$ cat config.mk
export PLATFORM = sky130hd
export DESIGN_NAME = mem_line_bank
export DESIGN_NICKNAME = d
export VERILOG_FILES = /design/src/rtl/mem_line_bank_pkg.sv /design/src/rtl/mem_line_bank_drum_track.sv /design/src/rtl/mem_line_bank.sv
export SDC_FILE = /design/constraint.sdc
export NUM_CORES = 1
export LEC_CHECK = 0
export ABC_AREA = 1
export BUFFER_PORTS_ARGS = -buffer_cell sky130_fd_sc_hd__buf_2
export CAP_MARGIN = 20
export CORE_ASPECT_RATIO = 0.9
export CORE_MARGIN = 2
export CORE_UTILIZATION = 40
export CTS_CLUSTER_SIZE = 14
export DETAILED_ROUTE_END_ITERATION = 10
export HOLD_SLACK_MARGIN = 0.12
export PLACE_DENSITY_LB_ADDON = 0.12
export SYNTH_ARGS = -nofsm -noshare
export SYNTH_HDL_FRONTEND = slang
export SYNTH_HIERARCHICAL = 1
export SYNTH_SLANG_ARGS = --single-unit
$ cat constraint.sdc
create_clock -name CLOCK -period 1.3 [get_ports CLOCK]
set_clock_uncertainty 0.1 [all_clocks]
set_input_delay 0 -clock CLOCK [delete_from_list [all_inputs] [get_ports CLOCK]]
set_output_delay 0 -clock CLOCK [all_outputs]
set_load 0.005 [all_outputs]
$ cat src/rtl/mem_line_bank_pkg.sv
// Shared types and constants for the drum line bank: sequencer states and
// the two standard drum line lengths.
package g15_mem_pkg;

  typedef enum logic [1:0] {
    RST   = 2'd0,
    CLEAR = 2'd1,
    RUN   = 2'd2
  } state_t;

  localparam int DRUM_LEN_LONG  = 116;
  localparam int DRUM_LEN_SHORT = 4;

endpackage

$ cat src/rtl/mem_line_bank_drum_track.sv
// One recirculating drum track: an N-bit delay line with no reset, so a bit
// presented on din reappears on dout exactly N clocks later.
module drum_track #(
  parameter int N = 116
) (
  input  logic clk,
  input  logic din,
  output logic dout
);

  logic [N-1:0] sr;

  always_ff @(posedge clk) begin
    sr <= {sr[N-2:0], din};
  end

  assign dout = sr[N-1];

endmodule

$ cat src/rtl/mem_line_bank.sv
// Bank of NLINES recirculating drum lines with a shared bit-position counter,
// a reset/clear/run sequencer, write-protect mask and per-line write logic.
module mem_line_bank
  import g15_mem_pkg::*;
#(
  parameter int                NLINES = 3,
  parameter int                LEN    = DRUM_LEN_LONG,
  parameter logic [NLINES-1:0] GO_CLR = NLINES'(3'b110)
) (
  input  logic              CLOCK,
  input  logic              rst,
  input  logic              LB,
  input  logic              D5,
  input  logic [NLINES-1:0] dsel,
  input  logic              TR,
  input  logic              GO,
  input  logic [NLINES-1:0] ext_set,
  input  logic              wp_load,
  input  logic [NLINES-1:0] wp_data,
  output logic [NLINES-1:0] line_out,
  output logic [$clog2(LEN)-1:0] pos,
  output logic              word_mark,
  output logic              ready
);

  localparam int PW = $clog2(LEN);

  state_t            state;
  state_t            state_nxt;
  logic              pos_last;
  logic [NLINES-1:0] wp;
  logic [NLINES-1:0] sel;
  logic [NLINES-1:0] run_bit;
  logic [NLINES-1:0] track_in;
  logic [NLINES-1:0] track_out;

  assign pos_last = (pos == PW'(LEN - 1));

  always_ff @(posedge CLOCK) begin
    if (rst) begin
      state <= RST;
    end else begin
      state <= state_nxt;
    end
  end

  // CLEAR reuses pos as its sweep counter: one full revolution, then RUN.
  always_comb begin
    state_nxt = state;
    case (state)
      RST:     state_nxt = CLEAR;
      CLEAR:   if (pos_last) state_nxt = RUN;
      RUN:     state_nxt = RUN;
      default: state_nxt = RST;
    endcase
  end

  always_ff @(posedge CLOCK) begin
    if (rst || state == RST) begin
      pos <= '0;
    end else if (pos_last) begin
      pos <= '0;
    end else begin
      pos <= pos + 1'b1;
    end
  end

  always_ff @(posedge CLOCK) begin
    if (rst) begin
      wp <= '0;
    end else if (wp_load && state != RST) begin
      wp <= wp_data;
    end
  end

  // In RST the tracks simply keep circulating; only CLEAR zeroes them.
  always_comb begin
    sel      = '0;
    run_bit  = '0;
    track_in = track_out;
    for (int n = 0; n < NLINES; n++) begin
      sel[n]     = D5 & dsel[n] & ~wp[n];
      run_bit[n] = (LB & sel[n]) | ext_set[n] |
                   (track_out[n] & ~(TR & sel[n]) & ~(GO & GO_CLR[n]));
    end
    case (state)
      RUN:     track_in = run_bit;
      CLEAR:   track_in = '0;
      default: track_in = track_out;
    endcase
  end

  for (genvar n = 0; n < NLINES; n++) begin : g_line
    drum_track #(.N(LEN)) u_track (
      .clk  (CLOCK),
      .din  (track_in[n]),
      .dout (track_out[n])
    );
  end

  assign ready     = (state == RUN);
  assign word_mark = ready && (pos == '0);
  assign line_out  = ready ? track_out : '0;

endmodule

# Yosys cells after proc, flatten, opt, wreduce, memory -nomap -nowiden
# Index checks and enable logic that the tools add are counted.
# W data, S select, Z words.
dict set report word_totals {
  in_bits 16
  output_inout_bits 12
  ff_bits 360
  wordCells 52
}
dict set report classes {
  n_addsub 1
  n_eq_ne 4
  n_reduce_logical 7
  n_bitwise 30
  n_mux 4
}
# op count
set op_table {}
lappend op_table {{$and A1 B1 Y1} 17}
lappend op_table {{$add A7 B1 Y7 const B} 1}
lappend op_table {{$eq A7 B7 Y1 const B} 1}
lappend op_table {{$logic_not A7 Y1} 1}
lappend op_table {{$not A1 Y1} 7}
lappend op_table {{$or A1 B1 Y1} 6}
lappend op_table {{$pmux W2 S3} 1}
lappend op_table {{$pmux W3 S2} 1}
lappend op_table {{$mux W3} 1}
lappend op_table {{$eq A2 B1 Y1 const B} 1}
lappend op_table {{$eq A2 B2 Y1 const B} 1}
lappend op_table {{$logic_and A1 B1 Y1} 2}
lappend op_table {{$logic_not A2 Y1} 1}
lappend op_table {{$mux W2} 1}
lappend op_table {{$ne A2 B2 Y1 const B} 1}
lappend op_table {{$reduce_bool A2 Y1} 1}
lappend op_table {{$reduce_or A2 Y1} 1}
lappend op_table {{$logic_or A1 B1 Y1} 1}

# Logic depth before layout (Yosys ltp)
# Gate-level depths: netlist of run 1.
dict set report logic_depth {
  ltp_word 8
  mapped_depth 7
  ltp_nobuf 7
}

# Modules after synthesis
# Netlist of run 1, hierarchy kept.
# mod area_per_inst_um2 cells_each seq_area_each_um2 instances
set by_module_without_submodules {}
lappend by_module_without_submodules {drum_track 2322.2 116 2322.2 3}
lappend by_module_without_submodules {mem_line_bank 757.0 118 240.2 1}

# Worst setup path after synthesis of run 1
# Ideal clock, no wire load.
dict set report synth_timing {
  path_type {reg2reg}
  from {register pos[0]}
  to {register state[0]}
  n_path_buf 0
  setup_ps 115
  synth_period_minus_slack_ps 1235
  t_arrival_ps 1020
  stages_incl_launch_ff 7
  path_slack_ps 65
  required_ps 1085
  cell_sequence {dfxtp_1 ha_1 inv_1 nor2_2 nand3_4 a21oi_1 nor2_1}
}
dict set report synth_between {
  elab_chain_len 2
}
# element line
set synth_lines {}
lappend synth_lines {{from (decl)} mem_line_bank.sv:21} ;# output logic [$clog2(LEN)-1:0] pos,
lappend synth_lines {{from (signal assigned)} mem_line_bank.sv:64} ;# pos <= pos + 1'b1;
lappend synth_lines {{$eq A7 B7 Y1} mem_line_bank.sv:37} ;# assign pos_last = (pos == PW'(LEN - 1));
lappend synth_lines {{$ne A2 B2 Y1 (no line)} --}
lappend synth_lines {{to (signal assigned)} mem_line_bank.sv:43} ;# state <= state_nxt;
lappend synth_lines {{to (decl)} mem_line_bank.sv:28} ;# state_t state;
# No other way between the ends.
# A chain may end at the register's enable or synchronous reset.

# Worst setup path after layout of run 1
dict set report layout_timing {
  from {register pos[0]}
  to {output word_mark}
}
dict set report layout_between {
  elab_chain_len 2
}
# element line
set layout_lines {}
lappend layout_lines {{$logic_not A7 Y1} mem_line_bank.sv:102} ;# assign word_mark = ready && (pos == '0);
lappend layout_lines {{$logic_and A1 B1 Y1} mem_line_bank.sv:102}
lappend layout_lines {{to (decl)} mem_line_bank.sv:22} ;# output logic word_mark,
# No other way between the ends.

==> impl_metrics.toml, run 1 <==
[run_status]
outcome = "finished with violations"
violations = "setup timing"

[timing]
rsz0062_at_grt = "yes"
fin_crit_sh = 1.22
hold_viol = 0
fmax_mhz = 630
finalHoldWorstSlack_ns = 0.193
slew_headroom = 0.843
fin_setup_tns_ns = -1.08
setup_viol = 6
worst_slew_pin_slew_ns = 0.235
finalCriticalPeriod_ns = 1.59
fin_ws_ns = -0.287
drv_slew = 0

[placement]
dp_hpwl_mm = 4.04
pre_cts_ws_ns = -0.0113
numPortBuffers = 27
gp_congestion = 0.686

[clock_network]
clkTransAtPathRegs_ns = 0.06
tritoncts = "built"
clk_latency_ns = 0.53
clkSinkCount = 360
cts_buffer_depth = 3
numCtsBuffers = 31
cts_root_buf = "clkbuf_16"
h-tree-depth = 1

[global_route]
grt_overflow = 0
grt_usage = 0.0896
antenna_found_initial = 0
grt_max_degree = 15
grt_pass1_wl_mm = 14.9
grt_pass1_vias = 3177

[detailed_routing]
firstDrtPassIters = 4
drtAntennaViolNets = 0
dr.max_layer_used = "met4"
drc = 0
vias_per_cell = 3.82
wl_met1_mm = 4.58
met3WireLength_um = 578
wl_per_cell_um = 10.8
drtIter0Drc = 105
routed_wl_mm = 8.77
num_vias = 3102
wl_met2_mm = 3.39

[final_layout]
n_fill_cell = 1591
area_growth_pct = 23.0
drive_above_1_share = 0.211
nNetsFinal = 572
diodes = 0

[setup_path]
cp-end-kind = "output port"
worstPathRequired_ns = 1.20
critPathKind = "reg -> out"
rr_worst_depth = 7
arrival_ns = 1.49
startpoint = "pos[0]"
crit_path_start_kind = "register"
crit_fanout = 2
r2r_setup_slack_ns = 0.05
timing.rr.start = "pos[0]"
rr_endpoint = "state[1]"
endpoint = "word_mark"

[pwr]
power_density_nw_per_um2 = 2270
ir_drop_mv = 1.05
p_leak_nw = 3.92

[logic_synthesis]
ys_warn_count = 6
synth_compound_area_frac = 0.00713
synth_nets = 487
synth_xor_area_frac = 0.00227
synth_cell_types = 17
yosysSeqAreaShare = 0.933
synth_mux_area_frac = 0
synth_top_family_by_area = "simple AND/OR/NAND/NOR gates"
syn_avg_cell_area_um2 = 16.6
synth_area_um2 = 7720
synth-adder-area-share = 0.00810
yosys.area_share.simple = 0.0353
synth-seq-cells = 360
syn_inst = 466

[die]
fp.dieH_um = 136
fp-row-count = 48
pin_count = 28
die_x_um = 150
start_util = 0.406
core_um2 = 19000
dieArea_um2 = 20400

[hold_path]
worstHoldStart = "wp_data[1]"
hold_path_class = "in -> reg"

[flow_run]
drv_cap = 0
## kinds of logic (layout without fill, tap and decap cells)
group / count (synthesis) / in the layout
DFF: 360 / 360
xor gates and xnor gates: 2 / 2
adders and majority gates: 5 / 5
and+or+nand+nor: 59 / 59
buffers and inverters: 29 / 126
AOI/OAI and AO/OA: 11 / 11
## state kept, by name, indices dropped and copies added, names as in the netlist
name,flops
state,2
g_line.u_track/sr,348
pos,7
wp,3
## cell type report
class	count	area [µm²]	share of cell area
clock inverters	5	75.1	0.00790
inverters	29	114	0.0120
clock buffers	40	870	0.0915
repair buffers	52	403	0.0424
well taps	250	313	0.0329
flip-flops and latches	360	7210	0.759
multi-input cells	77	513	0.0540
## cells in the mapped netlist
cell     count  share of area
nand2_2      1        0.00081
nor2_1      14         0.0068
ha_1         5         0.0081
nand2_1     28          0.014
dfxtp_1    360           0.93
nand3_2      1         0.0013
o21ai_0      1        0.00065
nor2_2       1        0.00081
a21oi_1      7         0.0045
o21ai_1      3         0.0019
nand3_1      5         0.0032
inv_1       19         0.0092
nor4_1       1        0.00081
inv_2       10         0.0049
nand3_4      1         0.0023
nand4_1      7         0.0057
xor2_1       2         0.0023
## critical path, stage by stage, from the launching register on
cell and delay, ns:
dfxtp_2 0.32, buf_6 0.11, inv_4 0.04, ha_4 0.10, nand4_1 0.06, nor4_1 0.17
buf_2 0.16
## cells in the final DEF, fill, tap and decap left out, types with 2 or more instances in the layout
cell type,instances
dlygate4sd3_1,15
ha_4,4
dfxtp_1,354
a21oi_1,5
bufinv_16,2
a21oi_2,2
nand2_4,2
nand2_2,3
nand2_1,24
clkbuf_8,6
inv_4,2
nand4_1,7
dfxtp_2,6
inv_1,13
buf_4,7
nor2_1,13
o21ai_2,2
buf_2,22
nand3_4,2
clkbuf_16,31
inv_2,14
buf_6,8
xor2_1,2
clkinv_2,3
nand3_1,4
clkbuf_1,3
## layer usage
layer,global-route usage,up-vias
li1,-,1604
met1,0.128,1403
met2,0.123,67
met3,0.0326,28
met4,0.0367,0
met5,0,-
## worst min-delay path by stage
stage,end,slack (ns),cells past startpoint
finish,wp[1],0.19,4
global route,wp[0],0.20,4
CTS,wp[1],0.15,4
detailed placement,wp[1],0.18,3
global placement,wp[1],0.17,3
floorplan,state[0],0.07,3
## report_power, final
| group | leakage (nW) | internal (W) | switching [W] |
|---|---|---|---|
| logic | 0.535 | 0.000487 | 0.000461 |
| clock network | 0.469 | 0.00501 | 0.00347 |
| registers | 2.91 | 0.0119 | 0.000242 |
## through the flow
step                 util  instances  area, µm²  total power [W]
floorplan               -        466       7720           0.0126
global placement    0.430        744       8180           0.0128
detailed placement  0.430        744       8180           0.0128
CTS                 0.494        810       9410           0.0217
global route        0.499        813       9500           0.0225
finish              0.499        813       9500           0.0215
## repair_timing
item / in CTS / in global routing
hold buffers: 15 / 0
setup buffers: 6 / 3
pin swaps: 5 / 3
resized for setup: 25 / 19
setup endpoints to repair: 13 / 24
endpoints found under the hold margin: 15 / 0
(Power assumes the default switching activity.)
==> run 2, diff against run 1 <==
SYNTH_HIERARCHICAL = default   (was 1)
TNS_END_PERCENT = 5   (was default)
==> run 2 against run 1 <==
Net effect:
- the flow still finishes with violations (setup timing)
- highest routed layer unchanged
- non-clock buffer count down 3
- setup slack worse by 0.0064 ns
- combinational power down 18%
- sequential share of layout area up 0.99 points
- critical endpoint unchanged
- worst hold slack worse by 0.0036 ns
- register-to-register slack worse by 0.08 ns
- critical path type unchanged
- largest power group unchanged
- first-iteration DRC count down 10%
- maximum frequency down 0.40%
- core utilization down 0.66 points
- design area down 1.3%
==> impl_metrics.toml, run 2 <==
[logic_synthesis]
synth_area_leaders = "dfxtp_1 (93%), nand2_1 (1.3%), inv_1 (1.3%), ha_1 (0.81%), nor2_1 (0.73%)"
synthTopCellsByCount = "dfxtp_1 (360), nand2_1 (27), inv_1 (26)"
synth-seq-cells = 360
ys_warn_count = 0
synth_cell_types = 17
synth-edff-count = 0
synth_top_area_cell = "dfxtp_1"
syn_inst = 465
synth_top_area_frac = 0.932
synth-main-ff-cell = "dfxtp_1"
syn_avg_cell_area_um2 = 16.6
yosysMostFrequentCell = "dfxtp_1"
synth_area_um2 = 7730
yosysSeqAreaShare = 0.932
async_flop_share = 0
synth_nets = 486

[clock_network]
clkSinkCount = 360
cts_root_buf = "clkbuf_16"
clkTransAtPathRegs_ns = 0.06
h-tree-depth = 1
tritoncts = "built"
numCtsBuffers = 31
cts_buffer_depth = 3
clk_latency_ns = 0.53

[timing]
worst_slew_pin_slew_ns = 0.235
slew_headroom = 0.843
fmax_mhz = 628
rsz0062_at_grt = "yes"
hold_viol = 0
finalCriticalPeriod_ns = 1.59
fin_crit_sh = 1.23
setup_viol = 8
fin_ws_ns = -0.294
drv_slew = 0

[detailed_routing]
drtAntennaViolNets = 0
vias_per_cell = 3.74
wl_met1_mm = 4.65
wl_met2_mm = 3.18
num_vias = 3042
routed_wl_mm = 8.59
met3WireLength_um = 433
drc = 0
wl_per_cell_um = 10.6
firstDrtPassIters = 4
dr.max_layer_used = "met4"
drtIter0Drc = 94

[die]
core_um2 = 19000
pin_count = 28
fp.dieH_um = 136
start_util = 0.406
dieArea_um2 = 20500
fp-row-count = 48
die_x_um = 151

[run_status]
outcome = "finished with violations"
violations = "setup timing"

[setup_path]
path_cells = "buf_6 -> inv_4 -> ha_4 -> nand4_1 -> nor4_1 -> buf_2"
crit_path_start_kind = "register"
cp_slowest_cell = "dfxtp_2"
crit_fanout = 2
cp-end-kind = "output port"
slowest_delay_ns = 0.33
critPathKind = "reg -> out"
arrival_ns = 1.49
worstPathRequired_ns = 1.20

[final_layout]
regMostFlops = "g_line.u_track.sr"
seq_area_um2 = 7210
n_fill_cell = 1575
largestRegisters = "g_line.u_track.sr (348), pos (7), wp (3)"
nNetsFinal = 568
layout.cells.non_filler = 814
final_cell_mix = "dfxtp_1 (356), clkbuf_16 (31), nand2_1 (26), buf_2 (25), inv_1 (23)"
largest_register_ffs = 348
area_growth_pct = 21.2
finalInstanceArea_um2 = 9380
drive_above_1_share = 0.165
multi_input_area_um2 = 455
layout_commonest_cell = "dfxtp_1"
final_util = 0.493
diodes = 0

[placement]
place_inst = 746
pre_cts_ws_ns = 0.0292
dp_hpwl_mm = 4.24
numPortBuffers = 27
gp_congestion = 0.715
post_dp_cell_area_um2 = 8210

[pwr]
p_leak_nw = 3.87
ir_drop_mv = 1.04
power_density_nw_per_um2 = 2250

[global_route]
grt_pass1_wl_mm = 14.5
antenna_found_initial = 0
grt_usage = 0.0883
grt_pass1_vias = 3075
grt_overflow = 0
grt_max_degree = 15

[flow_run]
drv_cap = 0

[hold_path]
hold_path_class = "in -> reg"
==> run 2: timing repair <==
action                                 in CTS  in global routing
resized for setup                          20                  5
setup buffers                               3                  0
pin swaps                                   4                  1
setup endpoints to repair                   6                 20
endpoints found under the hold margin      15                  0
hold buffers                               15                  0
==> run 2: area by class of cell <==
class | count | area share
timing repair buffer | 49 | 0.0386
sequential | 360 | 0.769
clock inverter | 4 | 0.00480
clock buffer | 46 | 0.0930
multi-input combinational | 76 | 0.0486
tap | 250 | 0.0334
inverter | 29 | 0.0125
==> run 2: power by group <==
part	leakage [nW]	total (W)	internal (W)	switching, W
Clock	0.450	0.00825	0.00477	0.00348
Combinational	0.509	0.000777	0.000377	0.000399
Sequential	2.91	0.0121	0.0119	0.000235
Total	3.87	0.0211	0.0170	0.00411
==> run 2: critical path: cells and delay by family (launching register included) <==
family | cells | cell delay, ns
AND/OR/NAND/NOR | 2 | 0.21
buffers and inverters | 3 | 0.31
adder cells (fa/ha/maj) | 1 | 0.11
flip-flops | 1 | 0.33
==> run 2: worst paths after layout <==
path | from | end | slack, ns | cells after the start
worst max-delay path | pos[1] | word_mark | -0.29 | 6
worst min-delay path | wp_data[2] | wp[2] | 0.19 | 4
worst max register to register | pos[1] | state[0] | -0.03 | 7
worst min register to register | g_line[1].u_track.sr[81] | g_line[1].u_track.sr[82] | 0.22 | 0
==> run 2: cell families (layout without fill, tap and decap cells) <==
kind of cell | after synthesis | in the layout | share of synthesized area
AND/OR/NAND/NOR | 59 | 59 | 0.0362
buffers and inverters | 29 | 128 | 0.0146
XOR/XNOR | 3 | 3 | 0.00340
flip-flops | 360 | 360 | 0.932
adder cells (fa/ha/maj) | 5 | 5 | 0.00809
AO/OA/AOI/OAI | 9 | 9 | 0.00582
==> run 2: layer usage <==
metal | up-vias | GRT usage
met2 | 47 | 0.115
met3 | 28 | 0.0302
met5 | - | 0
li1 | 1590 | -
met4 | 0 | 0.0410
met1 | 1377 | 0.131
==> run 2: stage by stage <==
stage                     hold WS [ns]  TNS (ns)  power [W]
after detailed placement         0.199         0     0.0129
after floorplan                 0.0549         0     0.0126
after global routing             0.183     -2.27     0.0220
after CTS                        0.168     -1.41     0.0214
final                            0.189     -1.20     0.0211
after global placement           0.190         0     0.0129
